[config.mk]
export PLATFORM = sky130hd
export DESIGN_NAME = ita_step_sequencer
export DESIGN_NICKNAME = d
export VERILOG_FILES = /design/src/rtl/ita_step_sequencer_pkg.sv /design/src/rtl/ita_tile_counter.sv /design/src/rtl/ita_step_sequencer.sv
export SDC_FILE = /design/constraint.sdc
export NUM_CORES = 1
export LEC_CHECK = 0
export ABC_AREA = 1
export BUFFER_PORTS_ARGS = -buffer_cell sky130_fd_sc_hd__clkbuf_2
export CORE_UTILIZATION = 45
export DETAILED_ROUTE_END_ITERATION = 10
export PLACE_DENSITY = 0.67
export SETUP_SLACK_MARGIN = 0.05
export SYNTH_ARGS = -nofsm -noshare
export SYNTH_HDL_FRONTEND = slang
export SYNTH_HIERARCHICAL = 1
export SYNTH_SLANG_ARGS = --single-unit
export TNS_END_PERCENT = 20
[constraint.sdc]
create_clock -name clk_i -period 4.5 [get_ports clk_i]
set_clock_uncertainty 0.2 [all_clocks]
set_input_delay 0.9 -clock clk_i [delete_from_list [all_inputs] [get_ports clk_i]]
set_output_delay 0.9 -clock clk_i [all_outputs]
set_load 0.01 [all_outputs]
[src/rtl/ita_step_sequencer_pkg.sv]
`default_nettype none
// ============================================================================
// Package : ita_step_sequencer_pkg
// Brief   : Shared types and step-ordering helpers for the ITA step sequencer.
// Rev     : 1.0  initial release
// ============================================================================
package ita_step_sequencer_pkg;

    localparam int c_TILE_WIDTH = 16;

    typedef logic [c_TILE_WIDTH-1:0] tile_idx_t;

    typedef enum logic [1:0] {
        Attention       = 2'd0,
        Feedforward     = 2'd1,
        Linear          = 2'd2,
        SingleAttention = 2'd3
    } layer_e;

    typedef enum logic [3:0] {
        Idle   = 4'd0,
        Q      = 4'd1,
        K      = 4'd2,
        V      = 4'd3,
        QK     = 4'd4,
        AV     = 4'd5,
        OW     = 4'd6,
        F1     = 4'd7,
        F2     = 4'd8,
        MatMul = 4'd9
    } step_e;

    typedef enum logic [1:0] {
        SeqIdle = 2'd0,
        SeqRun  = 2'd1,
        SeqDone = 2'd2
    } seq_state_e;

    function automatic int idx_width(input int n);
        return (n > 1) ? $clog2(n) : 1;
    endfunction

    function automatic logic is_attention(input layer_e layer);
        return (layer == Attention) || (layer == SingleAttention);
    endfunction

    function automatic step_e first_step(input layer_e layer);
        case (layer)
            Attention, SingleAttention: return Q;
            Feedforward:                return F1;
            Linear:                     return MatMul;
            default:                    return Idle;
        endcase
    endfunction

    // Idle as a return value marks the end of the per-head sequence.
    function automatic step_e next_step(input layer_e layer, input step_e step);
        case (step)
            Q:       return K;
            K:       return V;
            V:       return QK;
            QK:      return AV;
            AV:      return (layer == Attention) ? OW : Idle;
            F1:      return F2;
            default: return Idle;
        endcase
    endfunction

endpackage
`default_nettype wire

[src/rtl/ita_tile_counter.sv]
`default_nettype none
// ============================================================================
// Module : ita_tile_counter
// Brief  : Three nested wrap counters (a outer, b middle, k inner).
// Rev    : 1.0  initial release
// ============================================================================
module ita_tile_counter #(
    parameter int TileWidth = 16
) (
    input  logic                 clk_i,
    input  logic                 rst_i,
    input  logic                 clear_i,
    input  logic                 en_i,
    input  logic [TileWidth-1:0] bound_a_i,
    input  logic [TileWidth-1:0] bound_b_i,
    input  logic [TileWidth-1:0] bound_k_i,
    output logic [TileWidth-1:0] idx_a_o,
    output logic [TileWidth-1:0] idx_b_o,
    output logic [TileWidth-1:0] idx_k_o,
    output logic                 last_k_o,
    output logic                 wrap_o
);

    localparam logic [TileWidth-1:0] c_ONE = TileWidth'(1);

    logic [TileWidth-1:0] r_a;
    logic [TileWidth-1:0] r_b;
    logic [TileWidth-1:0] r_k;
    logic                 w_last_a;
    logic                 w_last_b;
    logic                 w_last_k;

    // Bounds are never zero while counting, so bound-1 cannot underflow.
    assign w_last_a = (r_a == (bound_a_i - c_ONE));
    assign w_last_b = (r_b == (bound_b_i - c_ONE));
    assign w_last_k = (r_k == (bound_k_i - c_ONE));

    always_ff @(posedge clk_i) begin
        if (rst_i || clear_i) begin
            r_a <= '0;
            r_b <= '0;
            r_k <= '0;
        end else if (en_i) begin
            if (w_last_k) begin
                r_k <= '0;
                if (w_last_b) begin
                    r_b <= '0;
                    r_a <= w_last_a ? '0 : (r_a + c_ONE);
                end else begin
                    r_b <= r_b + c_ONE;
                end
            end else begin
                r_k <= r_k + c_ONE;
            end
        end
    end

    assign idx_a_o  = r_a;
    assign idx_b_o  = r_b;
    assign idx_k_o  = r_k;
    assign last_k_o = w_last_k;
    assign wrap_o   = en_i && w_last_a && w_last_b && w_last_k;

endmodule
`default_nettype wire

[src/rtl/ita_step_sequencer.sv]
`default_nettype none
// ============================================================================
// Module : ita_step_sequencer
// Brief  : Walks the layer step sequence over heads, issuing one tile command
//          per (a, b, k) index through a valid/ready handshake.
// Rev    : 1.0  initial release
// ============================================================================
module ita_step_sequencer
    import ita_step_sequencer_pkg::*;
#(
    parameter int H         = 1,
    parameter int TileWidth = 16,
    parameter int HeadWidth = idx_width(H)
) (
    input  logic                 clk_i,
    input  logic                 rst_i,
    input  logic                 start_i,
    input  logic                 abort_i,
    input  logic [1:0]           layer_i,
    input  logic [HeadWidth:0]   n_heads_i,
    input  logic [TileWidth-1:0] tile_s_i,
    input  logic [TileWidth-1:0] tile_e_i,
    input  logic [TileWidth-1:0] tile_p_i,
    input  logic [TileWidth-1:0] tile_f_i,
    output logic                 valid_o,
    input  logic                 ready_i,
    output logic [3:0]           step_o,
    output logic [HeadWidth-1:0] head_o,
    output logic [TileWidth-1:0] tile_a_o,
    output logic [TileWidth-1:0] tile_b_o,
    output logic [TileWidth-1:0] tile_k_o,
    output logic                 last_k_o,
    output logic                 busy_o,
    output logic                 done_o,
    output logic                 error_o
);

    localparam logic [HeadWidth:0]   c_H_MAX     = (HeadWidth+1)'(H);
    localparam logic [HeadWidth:0]   c_NHEAD_ONE = (HeadWidth+1)'(1);
    localparam logic [HeadWidth-1:0] c_HEAD_ONE  = HeadWidth'(1);

    seq_state_e           r_state;
    layer_e               r_layer;
    step_e                r_step;
    logic [HeadWidth-1:0] r_head;
    logic [HeadWidth:0]   r_n_heads;
    logic [TileWidth-1:0] r_tile_s;
    logic [TileWidth-1:0] r_tile_e;
    logic [TileWidth-1:0] r_tile_p;
    logic [TileWidth-1:0] r_tile_f;
    logic                 r_valid;
    logic                 r_done;
    logic                 r_error;

    layer_e               w_layer_in;
    logic                 w_cfg_ok;
    logic                 w_load;
    logic                 w_fire;
    logic                 w_abort;
    logic                 w_wrap;
    logic                 w_last_k;
    logic                 w_last_head;
    step_e                w_next;
    logic [TileWidth-1:0] w_bound_a;
    logic [TileWidth-1:0] w_bound_b;
    logic [TileWidth-1:0] w_bound_k;

    assign w_layer_in = layer_e'(layer_i);

    // Only tile counts the layer actually consumes are checked for zero.
    always_comb begin
        w_cfg_ok = (tile_s_i != '0) && (tile_e_i != '0);
        if (is_attention(w_layer_in)) begin
            w_cfg_ok = w_cfg_ok && (tile_p_i != '0) &&
                       (n_heads_i != '0) && (n_heads_i <= c_H_MAX);
        end else begin
            w_cfg_ok = w_cfg_ok && (tile_f_i != '0);
        end
    end

    assign w_load      = (r_state == SeqIdle) && start_i && w_cfg_ok;
    assign w_abort     = (r_state == SeqRun) && abort_i;
    assign w_fire      = (r_state == SeqRun) && r_valid && ready_i && !abort_i;
    assign w_next      = next_step(r_layer, r_step);
    assign w_last_head = ({1'b0, r_head} == (r_n_heads - c_NHEAD_ONE));

    always_comb begin
        w_bound_a = r_tile_s;
        w_bound_b = '0;
        w_bound_k = '0;
        case (r_step)
            Q, K, V:    begin w_bound_b = r_tile_p; w_bound_k = r_tile_e; end
            QK:         begin w_bound_b = r_tile_s; w_bound_k = r_tile_p; end
            AV:         begin w_bound_b = r_tile_p; w_bound_k = r_tile_s; end
            OW:         begin w_bound_b = r_tile_e; w_bound_k = r_tile_p; end
            F1, MatMul: begin w_bound_b = r_tile_f; w_bound_k = r_tile_e; end
            F2:         begin w_bound_b = r_tile_e; w_bound_k = r_tile_f; end
            default:    begin w_bound_a = '0; end
        endcase
    end

    ita_tile_counter #(
        .TileWidth (TileWidth)
    ) u_tile_counter (
        .clk_i     (clk_i),
        .rst_i     (rst_i),
        .clear_i   (w_load || w_abort),
        .en_i      (w_fire),
        .bound_a_i (w_bound_a),
        .bound_b_i (w_bound_b),
        .bound_k_i (w_bound_k),
        .idx_a_o   (tile_a_o),
        .idx_b_o   (tile_b_o),
        .idx_k_o   (tile_k_o),
        .last_k_o  (w_last_k),
        .wrap_o    (w_wrap)
    );

    always_ff @(posedge clk_i) begin
        if (rst_i) begin
            r_state   <= SeqIdle;
            r_layer   <= Attention;
            r_step    <= Idle;
            r_head    <= '0;
            r_n_heads <= '0;
            r_tile_s  <= '0;
            r_tile_e  <= '0;
            r_tile_p  <= '0;
            r_tile_f  <= '0;
            r_valid   <= 1'b0;
            r_done    <= 1'b0;
            r_error   <= 1'b0;
        end else begin
            r_done  <= 1'b0;
            r_error <= 1'b0;
            case (r_state)
                SeqIdle: begin
                    if (w_load) begin
                        r_layer   <= w_layer_in;
                        r_n_heads <= n_heads_i;
                        r_tile_s  <= tile_s_i;
                        r_tile_e  <= tile_e_i;
                        r_tile_p  <= tile_p_i;
                        r_tile_f  <= tile_f_i;
                        r_step    <= first_step(w_layer_in);
                        r_head    <= '0;
                        r_valid   <= 1'b1;
                        r_state   <= SeqRun;
                    end else if (start_i) begin
                        r_error <= 1'b1;
                    end
                end
                SeqRun: begin
                    if (w_abort) begin
                        r_state <= SeqIdle;
                        r_valid <= 1'b0;
                        r_step  <= Idle;
                        r_head  <= '0;
                    end else if (w_fire && w_wrap) begin
                        if (w_next != Idle) begin
                            r_step <= w_next;
                        end else if (is_attention(r_layer) && !w_last_head) begin
                            r_head <= r_head + c_HEAD_ONE;
                            r_step <= first_step(r_layer);
                        end else begin
                            r_state <= SeqDone;
                            r_valid <= 1'b0;
                            r_done  <= 1'b1;
                            r_step  <= Idle;
                            r_head  <= '0;
                        end
                    end
                end
                SeqDone: begin
                    r_state <= SeqIdle;
                end
                default: begin
                    r_state <= SeqIdle;
                end
            endcase
        end
    end

    // last_k is qualified by valid so it reads 0 whenever no command is presented.
    assign valid_o  = r_valid;
    assign step_o   = r_step;
    assign head_o   = r_head;
    assign last_k_o = r_valid && w_last_k;
    assign busy_o   = (r_state != SeqIdle);
    assign done_o   = r_done;
    assign error_o  = r_error;

endmodule
`default_nettype wire

==> results of run 1 <==
[state kept, by name (all words and copies together) (netlist names)]
register / count
r_tile_e: 16
r_tile_f: 16
r_tile_p: 16
r_tile_s: 16
u_tile_counter/idx_a_o: 16
u_tile_counter/idx_b_o: 16
u_tile_counter/idx_k_o: 16
step_o: 4
r_layer: 2
r_n_heads: 2
r_state: 2
done_o: 1
error_o: 1
head_o: 1
valid_o: 1
[power by group through the flow]
stage / Combinational [uW] / Sequential [uW] / Clock [uW]
2_1_floorplan: 1300 / 1250 / 0
3_3_place_gp: 1700 / 1260 / 0
3_5_place_dp: 1710 / 1260 / 0
4_1_cts: 1760 / 1230 / 1420
5_1_grt: 2080 / 1250 / 1470
6_report: 1860 / 1240 / 1410
[metrics by stage]
stage          setup TNS (ps)  utilization, %  hold WS [ps]
2_1_floorplan               0               -           235
3_3_place_gp             -568            50.2           256
3_5_place_dp             -888            50.2           261
4_1_cts                     0            53.7           274
5_1_grt                 -20.6            55.0           305
6_report                    0            55.0           272
[layer usage]
layer | part of all wire (%) | vias to the layer above | wire length [um]
met2 | 46 | 324 | 13600
met1 | 45 | 4571 | 13300
met5 | 0 | - | 0
li1 | - | 5058 | -
met3 | 5.8 | 55 | 1710
met4 | 2.8 | 0 | 815
[cell families after synthesis]
family                   synth area share (%)
AO/OA/AOI/OAI                            17.2
XOR/XNOR                                 7.39
adder cells (fa/ha/maj)                  1.49
buffers and inverters                    11.5
flip-flops                               27.2
AND/OR/NAND/NOR                          35.2
[cell usage after synthesis (3+ instances only)]
master     number
nand2_1       317
inv_1         199
nor2_1        194
dfxtp_1       126
a21oi_1       109
o21ai_0        92
nand3_1        80
xor2_1         41
nand4_1        36
xnor2_1        32
clkbuf_1       30
buf_2          18
nand2_2        18
nor3_1         15
a22oi_1        14
o221ai_1       14
a21oi_2        13
nand3b_1       13
o22ai_1        13
nor2_2         12
ha_1           11
inv_2          11
o2111ai_1       7
nand3_2         6
or2_2           6
nor2_4          5
nor4_1          5
o21ai_1         4
buf_4           3
nand2_4         3
nor2_8          3
o21bai_1        3
[timing repair]
item / in CTS / in global routing
resized for setup: 13 / 47
gates cloned: 1 / 0
endpoints found under the setup margin: 10 / 10
pin swaps: 1 / 9
setup buffers: 6 / 10
[critical path: cells and delay by family (launching register included)]
kind / cells / cell delay (ps)
compound gates: 2 / 340
buf+inv: 5 / 500
flops: 1 / 350
simple gates: 12 / 1550
[worst paths after layout]
check	from	endpoint	slack, ps	depth (start not counted)
setup reg to reg	step_o[1]	step_o[1]	350	26
hold reg to reg	r_state[0]	r_state[0]	270	2
setup / recovery	step_o[1]	last_k_o	220	19
hold / removal	r_state[0]	r_state[0]	270	2
[layout make-up]
type	instances	share of cell area (%)
multi-input cells	1083	53.3
repair buffers	167	8.46
flip-flops and latches	126	22.7
clock buffers	18	3.95
well taps	270	3.04
inverters	212	7.21
clock inverters	14	1.34
==> metrics.txt, run 1 <==
Logic pwr share=about two fifths; vias in the first global route=9039; die area=0.0212 sq mm; Inserted Clock Buffers=17; Congestion Overflow GR=0; RePlAce Congestion=0.926; CP startpoint kind=register; crit-path max FO=6; # placed instances=between 1500 and 2000; Mapped Area=between 0.009 and 0.01 sq mm; P_int=2640 uW; clk buf depth=2; met2 GRT Util=45.5%; IO Port Bufs=130; x dimension of the die=145 um; most frequent cells in the layout=312 x nand2_1, 195 x inv_1, 188 x nor2_1; YS warnings=6; Yosys top cell area share=27.2%; multi-input logic area=0.00593 sq mm; met1 GRT Util=a little under two fifths; Global Route met3 Usage=4.04%; status=finished clean; crit end category=output pin; final hold viol count=0; Slowest cell on crit path=dfxtp_2; dpl cell area=0.0102 sq mm; worst min path class=reg2reg; minimum clock period=4280 ps; H-tree Lvls=4; routed vias=10000; final wirelength=just under 30000 um; CTS tree=built; Leak=roughly 0.0052 uW; Initial Util=45.8%; Post-synth EDFFs=0; TritonCTS Sinks=126; most common cell after layout, fill and taps aside=nand2_1; Final Cell Area=0.0111 sq mm; Row Count=52; layout cells sized above 1=19.9%; top_reg_cell synth=dfxtp_1; # DRC=0; Clock Power Share=31.3%; # diodes=0; Synth Instances=1475; asr flop ratio synth=0%; WS Path Type=reg2out; worst slew pin tran=671 ps; Worst-path clk slew=70 ps; Max Cap Viol=0; Post-Syn Area per Cell=6.28 sq um; clk_lat worst skew=430 ps; Period Utilization, post-route=95.0%; die height=145 um; DP Worst Slack=-181 ps; Root Buffer=clkbuf_16; Nets=1691; busiest grt layer=met2; count of final max-slew check failures=0; critical path data arrival time=3180 ps; 1st-pass router iterations=6; Synth cell types=49; final std cells w/o fill=1890; Synth area leader=dfxtp_1; sequential share of power=between 20% and 30%; Seq/Total Area, Yosys=27.2%; Area Overhead vs Synth=20.1%; DR vias/cell=5.30; setup ws final=roughly 220 ps; first-pass GRT wire length=47200 um; FF+latch count, synth=126; Setup violations, final=0; syn_nets=1559; PD cells=405 mW/mm^2; Slew HR=54.8%; Worst EP required=3400 ps; number of I/O pins=around 130; total track usage=27.9%; Max VDD drop=0.262 mV; antenna violations before repair=0; Core ar.=about 0.020 sq mm; average wire per cell in the routed design=~16 um; largest net degree at the start of global routing=141; unrepaired setup endpoints after global routing=true; storage element area=0.00253 sq mm; Largest stage delay, worst path=350 ps; Fmax=between 200 and 250 MHz; antenna viol nets, final=0; Total Power=4510 uW; Area contributors post-synth=dfxtp_1 27%, nand2_1 13%, inv_1 8.1%; Final HPWL DP=22800 um; crit-path cells=nor2_4 -> inv_2 -> nand3_2 -> nand4_4 -> buf_4 -> a22oi_1 -> o221ai_2 -> nor2_1 -> nand2_1 -> inv_2 -> nand3_1 -> nand3_1 -> nand2_1 -> nor2_1 -> nand3_1 -> nor2_2 -> nand2_1 -> inv_1 -> clkbuf_2; NetSw=1870 uW; fill count=2005; starting DRC count in detailed routing=784; Sw Ratio=~41%; # hold bufs at CTS=0
(Power assumes the default switching activity.)
==> inputs of run 2 (changes only) <==
CORE_UTILIZATION = 60   (was 45)
CTS_BUF_LIST = sky130_fd_sc_hd__clkbuf_8   (was not set)
PLACE_DENSITY = 0.85   (was 0.67)
==> metrics.txt, run 2 (same netlist as run 1, synthesis figures left out) <==
crit end category=output pin; worst min path class=reg2reg; Initial Util=61.2% (+15 points); critical path data arrival time=3200 ps (+20 ps); crit-path max FO=12 (+6); reg2reg end=step_o[2]; Inserted Clock Buffers=17 (unchanged); vias in the first global route=9150 (+1.2%); Worst EP required=3400 ps (about the same); Leak=0.00495 uW (-3.9%); die height=126 um (-13%); Nets=1685 (-0.35%); most frequent cells in the layout=312 x nand2_1, 197 x inv_1, 189 x nor2_1; antenna violations before repair=0 (unchanged); # hold bufs at CTS=0 (unchanged); die area=0.0159 sq mm (-25%); most common cell after layout, fill and taps aside=nand2_1; starting DRC count in detailed routing=1038 (+32%); Setup violations, final=0 (unchanged); minimum clock period=4300 ps (+24.2 ps); Hold Crit Start=r_n_heads[0]; RePlAce Congestion=1.03 (+11%); unrepaired setup endpoints after global routing=true; Period Utilization, post-route=95.6% (+0.54 points); Congestion Overflow GR=0 (unchanged); average wire per cell in the routed design=15.7 um (+1.2%); CTS tree=built; TritonCTS Sinks=126 (unchanged); Area Overhead vs Synth=14.5%; final hold viol count=0 (unchanged); Max VDD drop=0.218 mV (-17%); DP Worst Slack=191 ps (+372 ps); x dimension of the die=126 um (-13%); register-to-register setup slack=300 ps (-50 ps); Row Count=45 (-13%); fill count=1387 (-31%); final std cells w/o fill=1801 (-4.7%); Core ar.=0.0151 sq mm (-25%); cells on worst reg2reg path=25 (-3.8%); hold path depth=2 (unchanged); WS Path Type=reg2out; CP startpoint kind=register; status=finished clean; PD cells=372 mW/mm^2 (-8.1%); final wirelength=28300 um (-3.6%); Max Cap Viol=0 (unchanged); Fmax=233 MHz (-0.56%); total track usage=35.7% (+7.8 points); setup ws final=200 ps (-24.2 ps); first-pass GRT wire length=45300 um (-3.9%); routed vias=10200 (+1.9%); # diodes=0 (unchanged); # placed instances=1758 (-4.5%); count of final max-slew check failures=0 (unchanged); antenna viol nets, final=0 (unchanged); H-tree Lvls=4 (unchanged); clk buf depth=2 (unchanged); layout cells sized above 1=18.9% (-1.0 points); worst r2r src=step_o[2]; # DRC=0 (unchanged); 1st-pass router iterations=8 (+2); number of I/O pins=131 (unchanged); DR vias/cell=5.66 (+6.9%); hold slack=270 ps (-1.93 ps); Total Negative Setup Slacks=0 ps (unchanged); IO Port Bufs=130 (unchanged); Root Buffer=clkbuf_8; Slew HR=23.6% (-31 points); largest net degree at the start of global routing=82 (-42%); worst slew pin tran=1150 ps (+474 ps); Worst-path clk slew=80 ps (about the same); clk_lat worst skew=460 ps (+30 ps); Min-Delay Endpoint=r_n_heads[0]; Final HPWL DP=22100 um (-2.9%); final core utilization=70.0% (+15 points)
==> run 2: what timing repair did <==
action / CTS / global route
resized for setup: 12 / 32
setup endpoints to repair: 1 / 7
endpoints found under the hold margin: 0 / 0
cloned: 0 / 0
pin swaps: 0 / 7
setup buffers: 1 / 11
==> run 2: worst max-delay path by stage <==
stage                 to  slack, ps  startpoint
6_report        last_k_o        200   step_o[2]
5_1_grt         last_k_o        -20   step_o[3]
4_1_cts         last_k_o         90   step_o[3]
3_5_place_dp   step_o[1]        190   step_o[0]
3_3_place_gp   step_o[2]        350   step_o[0]
2_1_floorplan  step_o[0]        700   step_o[0]
==> run 2: metrics by stage <==
step | total power, uW | cell area (sq um)
after floorplan | 2540 | 9260
after global placement | 2940 | 10000
after detailed placement | 2970 | 10000
after CTS | 3840 | 10400
after global routing | 4230 | 10600
final | 3950 | 10600
==> run 2: critical path: stages, from the launching register on <==
cell and delay [ps]:
dfxtp_2 390, inv_1 80, nor2_1 240, nand2_2 130
nand4_4 130, buf_6 160, a22oi_2 60, o221ai_2 120
inv_2 100, ha_4 260, xnor2_1 120, nor2_1 140
nand3_1 80, nor2_1 120, nand2_1 60, nor2_1 90
nand3_1 100, nor2_2 120, nand2_1 70, inv_1 50
clkbuf_2 120
==> run 2: report_power, final <==
part | leakage [uW] | internal (uW) | total (uW) | switching [uW]
combinational | 0.00377 | 634 | 1840 | 1200
clock | 0.000154 | 375 | 871 | 496
sequential | 0.00103 | 1190 | 1240 | 51.3
==> run 2: final cells by class <==
type	count	area (sq um)	share of cell area [%]
multi-input cells	1082	5800	54.7
flip-flops and latches	126	2530	23.8
repair buffers	162	898	8.47
inverters	212	810	7.63
well taps	188	235	2.22
clock buffers	17	234	2.21
clock inverters	14	97.6	0.920
==> run 2: routing by layer <==
| metal | wire, um | track usage (%) | vias to the layer above |
|---|---|---|---|
| li1 | - | - | 5035 |
| met3 | 2340 | 7.43 | 72 |
| met2 | 12900 | 57.9 | 475 |
| met4 | 938 | 13.3 | 0 |
| met1 | 12100 | 46.7 | 4617 |
| met5 | 0 | 0 | - |
